==> config.mk <==
export PLATFORM = sky130hd
export DESIGN_NAME = tdp_ram_port_arbiter
export DESIGN_NICKNAME = d
export VERILOG_FILES = /design/src/rtl/tdp_ram_port_arbiter.sv
export SDC_FILE = /design/constraint.sdc
export NUM_CORES = 1
export LEC_CHECK = 0
export CAP_MARGIN = 20
export CORE_MARGIN = 2
export CORE_UTILIZATION = 30
export CTS_CLUSTER_DIAMETER = 80
export DETAILED_ROUTE_END_ITERATION = 10
export GPL_ROUTABILITY_DRIVEN = 0
export GPL_TIMING_DRIVEN = 0
export PLACE_DENSITY_LB_ADDON = 0.1
export SLEW_MARGIN = 0
export SYNTH_ARGS = -nofsm -noshare
export SYNTH_HDL_FRONTEND = slang
export SYNTH_SLANG_ARGS = --single-unit
==> constraint.sdc <==
create_clock -name clk -period 6.4 [get_ports clk]
set_input_delay 1.28 -clock clk [delete_from_list [all_inputs] [get_ports clk]]
set_output_delay 1.28 -clock clk [all_outputs]
set_load 0.01 [all_outputs]
==> src/rtl/tdp_ram_port_arbiter.sv <==
// rtl/tdp_ram_port_arbiter.sv - two-requester round-robin arbiter for one port of the 6144x16 data RAM
//
// Purpose: grants one of two requesters access to a single RAM port each
// cycle. The default policy is round-robin. A requester can hold the port
// for a locked burst, up to BURST_MAX consecutive grants while the other
// requester waits. The arbiter drives byte-lane write enables, address and
// write data to the RAM. Read data returns one cycle after the grant.
// Addresses at or above DEPTH are rejected with an err pulse, and the
// memory is not touched.
//
// Ports:
//   clk, rst                 single clock, synchronous active-high reset
//   rN_req/lock/we/addr/wdata  requester N access request (held until granted)
//   rN_gnt                   combinational grant; request consumed on req&gnt edge
//   rN_rvalid/rdata          read result, one cycle after a read grant
//   rN_err                   one-cycle pulse after an out-of-range grant
//   ram_we/addr/din          to RAM port
//   ram_dout                 from RAM port (address registered on previous edge)

module tdp_ram_port_arbiter #(
    parameter int DEPTH     = 6144,
    parameter int AW        = 13,
    parameter int BURST_MAX = 4
) (
    input  logic          clk,
    input  logic          rst,
    input  logic          r0_req,
    input  logic          r0_lock,
    input  logic [1:0]    r0_we,
    input  logic [AW-1:0] r0_addr,
    input  logic [15:0]   r0_wdata,
    input  logic          r1_req,
    input  logic          r1_lock,
    input  logic [1:0]    r1_we,
    input  logic [AW-1:0] r1_addr,
    input  logic [15:0]   r1_wdata,
    output logic          r0_gnt,
    output logic          r0_rvalid,
    output logic [15:0]   r0_rdata,
    output logic          r0_err,
    output logic          r1_gnt,
    output logic          r1_rvalid,
    output logic [15:0]   r1_rdata,
    output logic          r1_err,
    output logic [1:0]    ram_we,
    output logic [AW-1:0] ram_addr,
    output logic [15:0]   ram_din,
    input  logic [15:0]   ram_dout
);

    localparam int CW = $clog2(BURST_MAX + 1);

    logic          r_prio;
    logic          r_owner;
    logic          r_lock_held;
    logic [CW-1:0] r_burst_cnt;
    logic [1:0]    r_pend_rd;
    logic [1:0]    r_pend_err;

    logic          w_gnt0;
    logic          w_gnt1;
    logic          w_any;
    logic          w_sel;
    logic          w_lock;
    logic [1:0]    w_we;
    logic [AW-1:0] w_addr;
    logic [15:0]   w_wdata;
    logic          w_oor;
    logic          w_is_rd;
    logic          w_burst_ok;

    // A non-zero burst count means the owner was granted in the previous
    // cycle, because any idle cycle clears the count.
    assign w_burst_ok = r_lock_held && (r_burst_cnt != '0) &&
                        (r_burst_cnt < CW'(BURST_MAX));

    always_comb begin
        w_gnt0 = 1'b0;
        w_gnt1 = 1'b0;
        if (!rst) begin
            if (r0_req && !r1_req) begin
                w_gnt0 = 1'b1;
            end else if (r1_req && !r0_req) begin
                w_gnt1 = 1'b1;
            end else if (r0_req && r1_req) begin
                if (w_burst_ok) begin
                    w_gnt0 = !r_owner;
                    w_gnt1 = r_owner;
                end else begin
                    w_gnt0 = !r_prio;
                    w_gnt1 = r_prio;
                end
            end
        end
    end

    assign w_any   = w_gnt0 | w_gnt1;
    assign w_sel   = w_gnt1;
    assign w_lock  = w_sel ? r1_lock  : r0_lock;
    assign w_we    = w_sel ? r1_we    : r0_we;
    assign w_addr  = w_sel ? r1_addr  : r0_addr;
    assign w_wdata = w_sel ? r1_wdata : r0_wdata;
    assign w_oor   = (w_addr >= AW'(DEPTH));
    assign w_is_rd = (w_we == 2'b00);

    assign r0_gnt = w_gnt0;
    assign r1_gnt = w_gnt1;

    // The RAM port sees only in-range grants. Everything else parks at
    // zero so that a rejected write cannot reach the memory.
    always_comb begin
        ram_we   = 2'b00;
        ram_addr = '0;
        ram_din  = 16'h0000;
        if (w_any && !w_oor) begin
            ram_we   = w_we;
            ram_addr = w_addr;
            ram_din  = w_wdata;
        end
    end

    always_ff @(posedge clk) begin
        if (rst) begin
            r_prio      <= 1'b0;
            r_owner     <= 1'b0;
            r_lock_held <= 1'b0;
            r_burst_cnt <= '0;
            r_pend_rd   <= 2'b00;
            r_pend_err  <= 2'b00;
        end else begin
            if (w_any) begin
                r_owner     <= w_sel;
                r_prio      <= ~w_sel;
                r_lock_held <= w_lock;
                // Saturate so that a lone locked requester can keep the
                // port indefinitely without the count wrapping.
                if ((r_owner == w_sel) && (r_burst_cnt != '0)) begin
                    if (r_burst_cnt < CW'(BURST_MAX)) begin
                        r_burst_cnt <= r_burst_cnt + 1'b1;
                    end
                end else begin
                    r_burst_cnt <= CW'(1);
                end
            end else begin
                r_lock_held <= 1'b0;
                r_burst_cnt <= '0;
            end
            r_pend_rd  <= {w_gnt1 & w_is_rd, w_gnt0 & w_is_rd};
            r_pend_err <= {w_gnt1 & w_oor,   w_gnt0 & w_oor};
        end
    end

    assign r0_rvalid = r_pend_rd[0];
    assign r1_rvalid = r_pend_rd[1];
    assign r0_err    = r_pend_err[0];
    assign r1_err    = r_pend_err[1];

    // An out-of-range read still returns rvalid. The RAM output then holds
    // whatever is at address 0, so the data is forced to zero.
    assign r0_rdata = (r_pend_rd[0] && !r_pend_err[0]) ? ram_dout : 16'h0000;
    assign r1_rdata = (r_pend_rd[1] && !r_pend_err[1]) ? ram_dout : 16'h0000;

endmodule
# Yosys cells after proc, flatten, opt, wreduce, memory -nomap -nowiden
# Cells that the tools add are included.
# totals
word_cells	61
out_inout_bits	69
ff_bits	10
in_bits	84
# classes
bitwise	8
n_addsub	1
n_mux	21
n_lt_le_gt_ge	2
n_eq_ne	2
n_reduce_logical	20
# ops
cell	n
two-way mux 16 bit	4
two-way mux 13 bit	2
>= comparator 13 bit (second input constant)	1
two-way mux 1 bit	13
logical AND 1 bit	9
logical NOT 1 bit	7
bitwise AND 1 bit	4
two-way mux 2 bit	2
adder 3 x 1 -> 3 bit (second input constant)	1
< comparator 3 bit (second input constant)	1
NOT 1 bit	3
nonzero test 3 bit	1
OR reduction 3 bit	1
logical NOT 2 bit	1
!= test 2 bit (second input constant)	1
OR reduction 2 bit	1
== test 1 bit	1
bitwise OR 1 bit	1

# Logic depth before layout (Yosys ltp)
# logic_depth
depth_word	13
depth_mapped	7
ltp_nobuf	6

# Worst setup path before layout
# No wires, ideal clock.
# synth_path
path_type	input-to-output
from	in rst
to	out ram_din[0]
slack_ps	2837
stages	6
arrival_time_ps	2283
required_time_ps	5120
path_buffers	2
path_cell_list	o21bai_1 -> a21oi_1 -> buf_2 -> buf_2 -> nand2_1 -> mux2i_1
# synth_between
elab_chain_len	6
elab_cells_between_ends	9
cone_classes	1 x order compare; 5 x mux; 1 x bitwise; 2 x reduce/logical
# synth_lines
element	line_no	source
from (decl)	26	input logic rst,
two-way mux 1 bit	80	if (!rst) begin
two-way mux 13 bit	101	assign w_addr = w_sel ? r1_addr : r0_addr;
>= comparator 13 bit	103	assign w_oor = (w_addr >= AW'(DEPTH));
logical NOT 1 bit	115	if (w_any && !w_oor) begin
logical AND 1 bit	115	
two-way mux 16 bit (*)	115	
to (decl)	47	output logic [15:0] ram_din,
# Every way passes the cells marked *; elsewhere a longest branch is shown, timed or not.

# Worst setup path in the final report
# layout_path
from	in rst
to	out ram_din[8]
# Same word-level chain as after synthesis.

==> results by group <==
Outcome
  • Outcome: complete, no violations

Routing
  • WL/cell: 12.7 um
  • Residual DRC count: 0
  • DR pass1 iterations: 4
  • Vias: about 1900
  • Drt total wl: about 5100 um
  • Drt via density: 4.67
  • DRT iter0 DRCs: 37
  • Antenna Violating Nets Remaining: 0

Clock network
  • H-tree Lvls: 1
  • CTS tree: built
  • CTS Buf Count: 3
  • Clk slew on worst S/H paths: 0.04 ns
  • CTS root buffer: clkbuf_8
  • Setup Buffers After CTS: 0
  • Clk buf depth: 2
  • Hold buffers post-CTS: 0
  • Post-CTS sizing: 0
  • Clk_lat worst skew: 0.23 ns
  • Clock Sinks: 10

Timing
  • Max-slew violations: 0
  • Rel. slew slack: between 70 and 80%
  • Layout Skew: approximately 0.0035 ns
  • Setup TNS: 0 ns
  • Final hold vios: 0
  • Final Critical Period: 4.79 ns
  • Min Hold Slack: 0.536 ns
  • Final setup fails: 0
  • Fin crit share: about 75%
  • Least-Margin Pin Slew: between 0.4 and 0.5 ns
  • Max frequency: 209 MHz
  • RSZ-0062 raised after global routing: no
  • Final setup margin: 1.61 ns

Critical path
  • WP data required: 5.12 ns
  • CP Capture Type: primary output
  • CP Data Arrival Time: 3.51 ns
  • Flop-to-flop setup slack: 4.55 ns
  • Setup CP Type: in2out
  • Crit start category: input port
  • Maximum fanout along the worst path: 10

GRT
  • Gr ovfl total: 0
  • Number of global-route vias before repair: 1839
  • First-pass GRT wire length: 8070 um
  • Largest net degree at the start of global routing: 11
  • Gr usage total: 19.2%
  • Initial antenna violation count: 0

Logic synthesis
  • Synth area leaders: mux2i_1, nand2_1, and2_1, dfxtp_1, buf_12
  • Yosys warns: 0
  • Syn_nets: 280
  • Commonest cells post-synth: nand2_1, and2_1, mux2i_1
  • Dominant cell by count in the synthesized netlist: nand2_1
  • Cell taking the most area after synthesis: mux2i_1
  • Number of synthesized flops with an enable pin: 0
  • Top_reg_cell synth: dfxtp_1
  • Sequential share of the synthesized area: 14.3%
  • Unique cell type count in the Yosys netlist: 30
  • Area of the mapped netlist: around 1400 um^2
  • Post-synth ARST share: 0%
  • Mean Syn Cell Area: 7.23 um^2
  • Seq cells post-synth: 10
  • Post-Syn Instances: 194
  • Share of the synthesized area in the top cell type: 22.8%

Power
  • Worst vdd ir: 0.0653 mV
  • Tot Pwr: 293 uW
  • Leak: 0.00132 uW
  • PwrDens: 96.7 nW/um^2

Layout
  • Layout cells sized above 1: under 10%
  • Final Instance Area: 3030 um^2
  • Layout area overhead: 116%
  • Antenna Cells: 0
  • Final net count: approximately 440

Floorplanning
  • Die Span Y: 72.4 um
  • Starting density of the core: 31.8%
  • Row cnt: 24
  • Die area: 5240 um^2
  • Num ports: 153
  • Die X: 72.4 um
  • CORE AREA: 4410 um^2

Worst hold path
  • Worst Hold Class: reg2reg

Run
  • Maxcap violations: 0

Placement
  • Detailed Place HPWL: 4520 um
  • Post-DP Area: about 3000 um^2
  • Pre-CTS setup slack: 1.58 ns
  • PortBufs: 152
==> registers in the layout, indices dropped and copies added (netlist names) <==
name / flops
r_pend_err: 2
r_burst_cnt: 3
r_pend_rd: 2
r_prio: 1
r_lock_held: 1
r_owner: 1
==> metal layers <==
layer	GRT usage, %	wire (um)
met5	0	0
met4	5.97	122
met3	5.69	616
met2	37.9	2630
met1	18.9	1720
==> cells in the final DEF, fill, tap and decap left out, drive strengths merged <==
cell,count
clkbuf,7
mux2i,33
or3b,2
o21bai,2
clkdlybuf4s50,152
and2b,1
nand2b,4
and3,1
nor3,1
inv,5
dfxtp,10
nor3b,3
and2,33
a21oi,8
ha,2
a211o,1
buf,7
a211oi,1
a22o,1
nand2,61
nor2,7
a31o,1
nor2b,5
mux2,1
==> area by class of cell <==
type                       instances  area, um^2
timing repair buffer             152        1520
fill                             385        1380
multi-input combinational        168        1090
sequential                        10         200
buffer                            11        97.6
tap                               52        65.1
clock buffer                       3        41.3
inverter                           5        18.8
==> worst max-delay path, cell delays in order <==
cell             delay (ns)
clkdlybuf4s50_1        0.50
o21bai_1               0.28
a21oi_1                0.18
buf_2                  0.23
buf_2                  0.24
nand2_1                0.09
mux2i_1                0.14
clkdlybuf4s50_1        0.56
==> through the flow <==
step | std cells | utilization, %
CTS | 401 | 68.7
global placement | 398 | 67.7
floorplan | 194 | -
detailed placement | 398 | 67.7
finish | 401 | 68.7
global route | 401 | 68.7
==> path summary, 6_finish.rpt <==
check                                              endpoint                   startpoint  depth (start not counted)
worst min register to register  r_burst_cnt[1]$_SDFFE_PP0N_  r_burst_cnt[1]$_SDFFE_PP0N_                          2
worst min-delay path            r_burst_cnt[1]$_SDFFE_PP0N_  r_burst_cnt[1]$_SDFFE_PP0N_                          2
worst max register to register      r_pend_rd[1]$_SDFF_PP0_  r_burst_cnt[0]$_SDFFE_PP0P_                          7
worst max-delay path                             ram_din[8]                          rst                          8
==> report_power, final <==
| group | leakage [uW] | switching [uW] | total [uW] | internal [uW] |
|---|---|---|---|---|
| combinational | 0.00122 | 59.9 | 162 | 103 |
| clock | 0.0000216 | 21.7 | 62.7 | 40.9 |
| sequential | 0.0000820 | 2.22 | 67.9 | 65.7 |
| total | 0.00132 | 83.9 | 293 | 209 |
==> cell families after synthesis <==
family          share of synthesized area (%)
compound gates                           6.60
fa+ha+maj                                1.78
buf+inv                                  8.30
flops                                    14.3
mux                                      25.5
simple gates                             43.5
(Power assumes the default switching activity.)
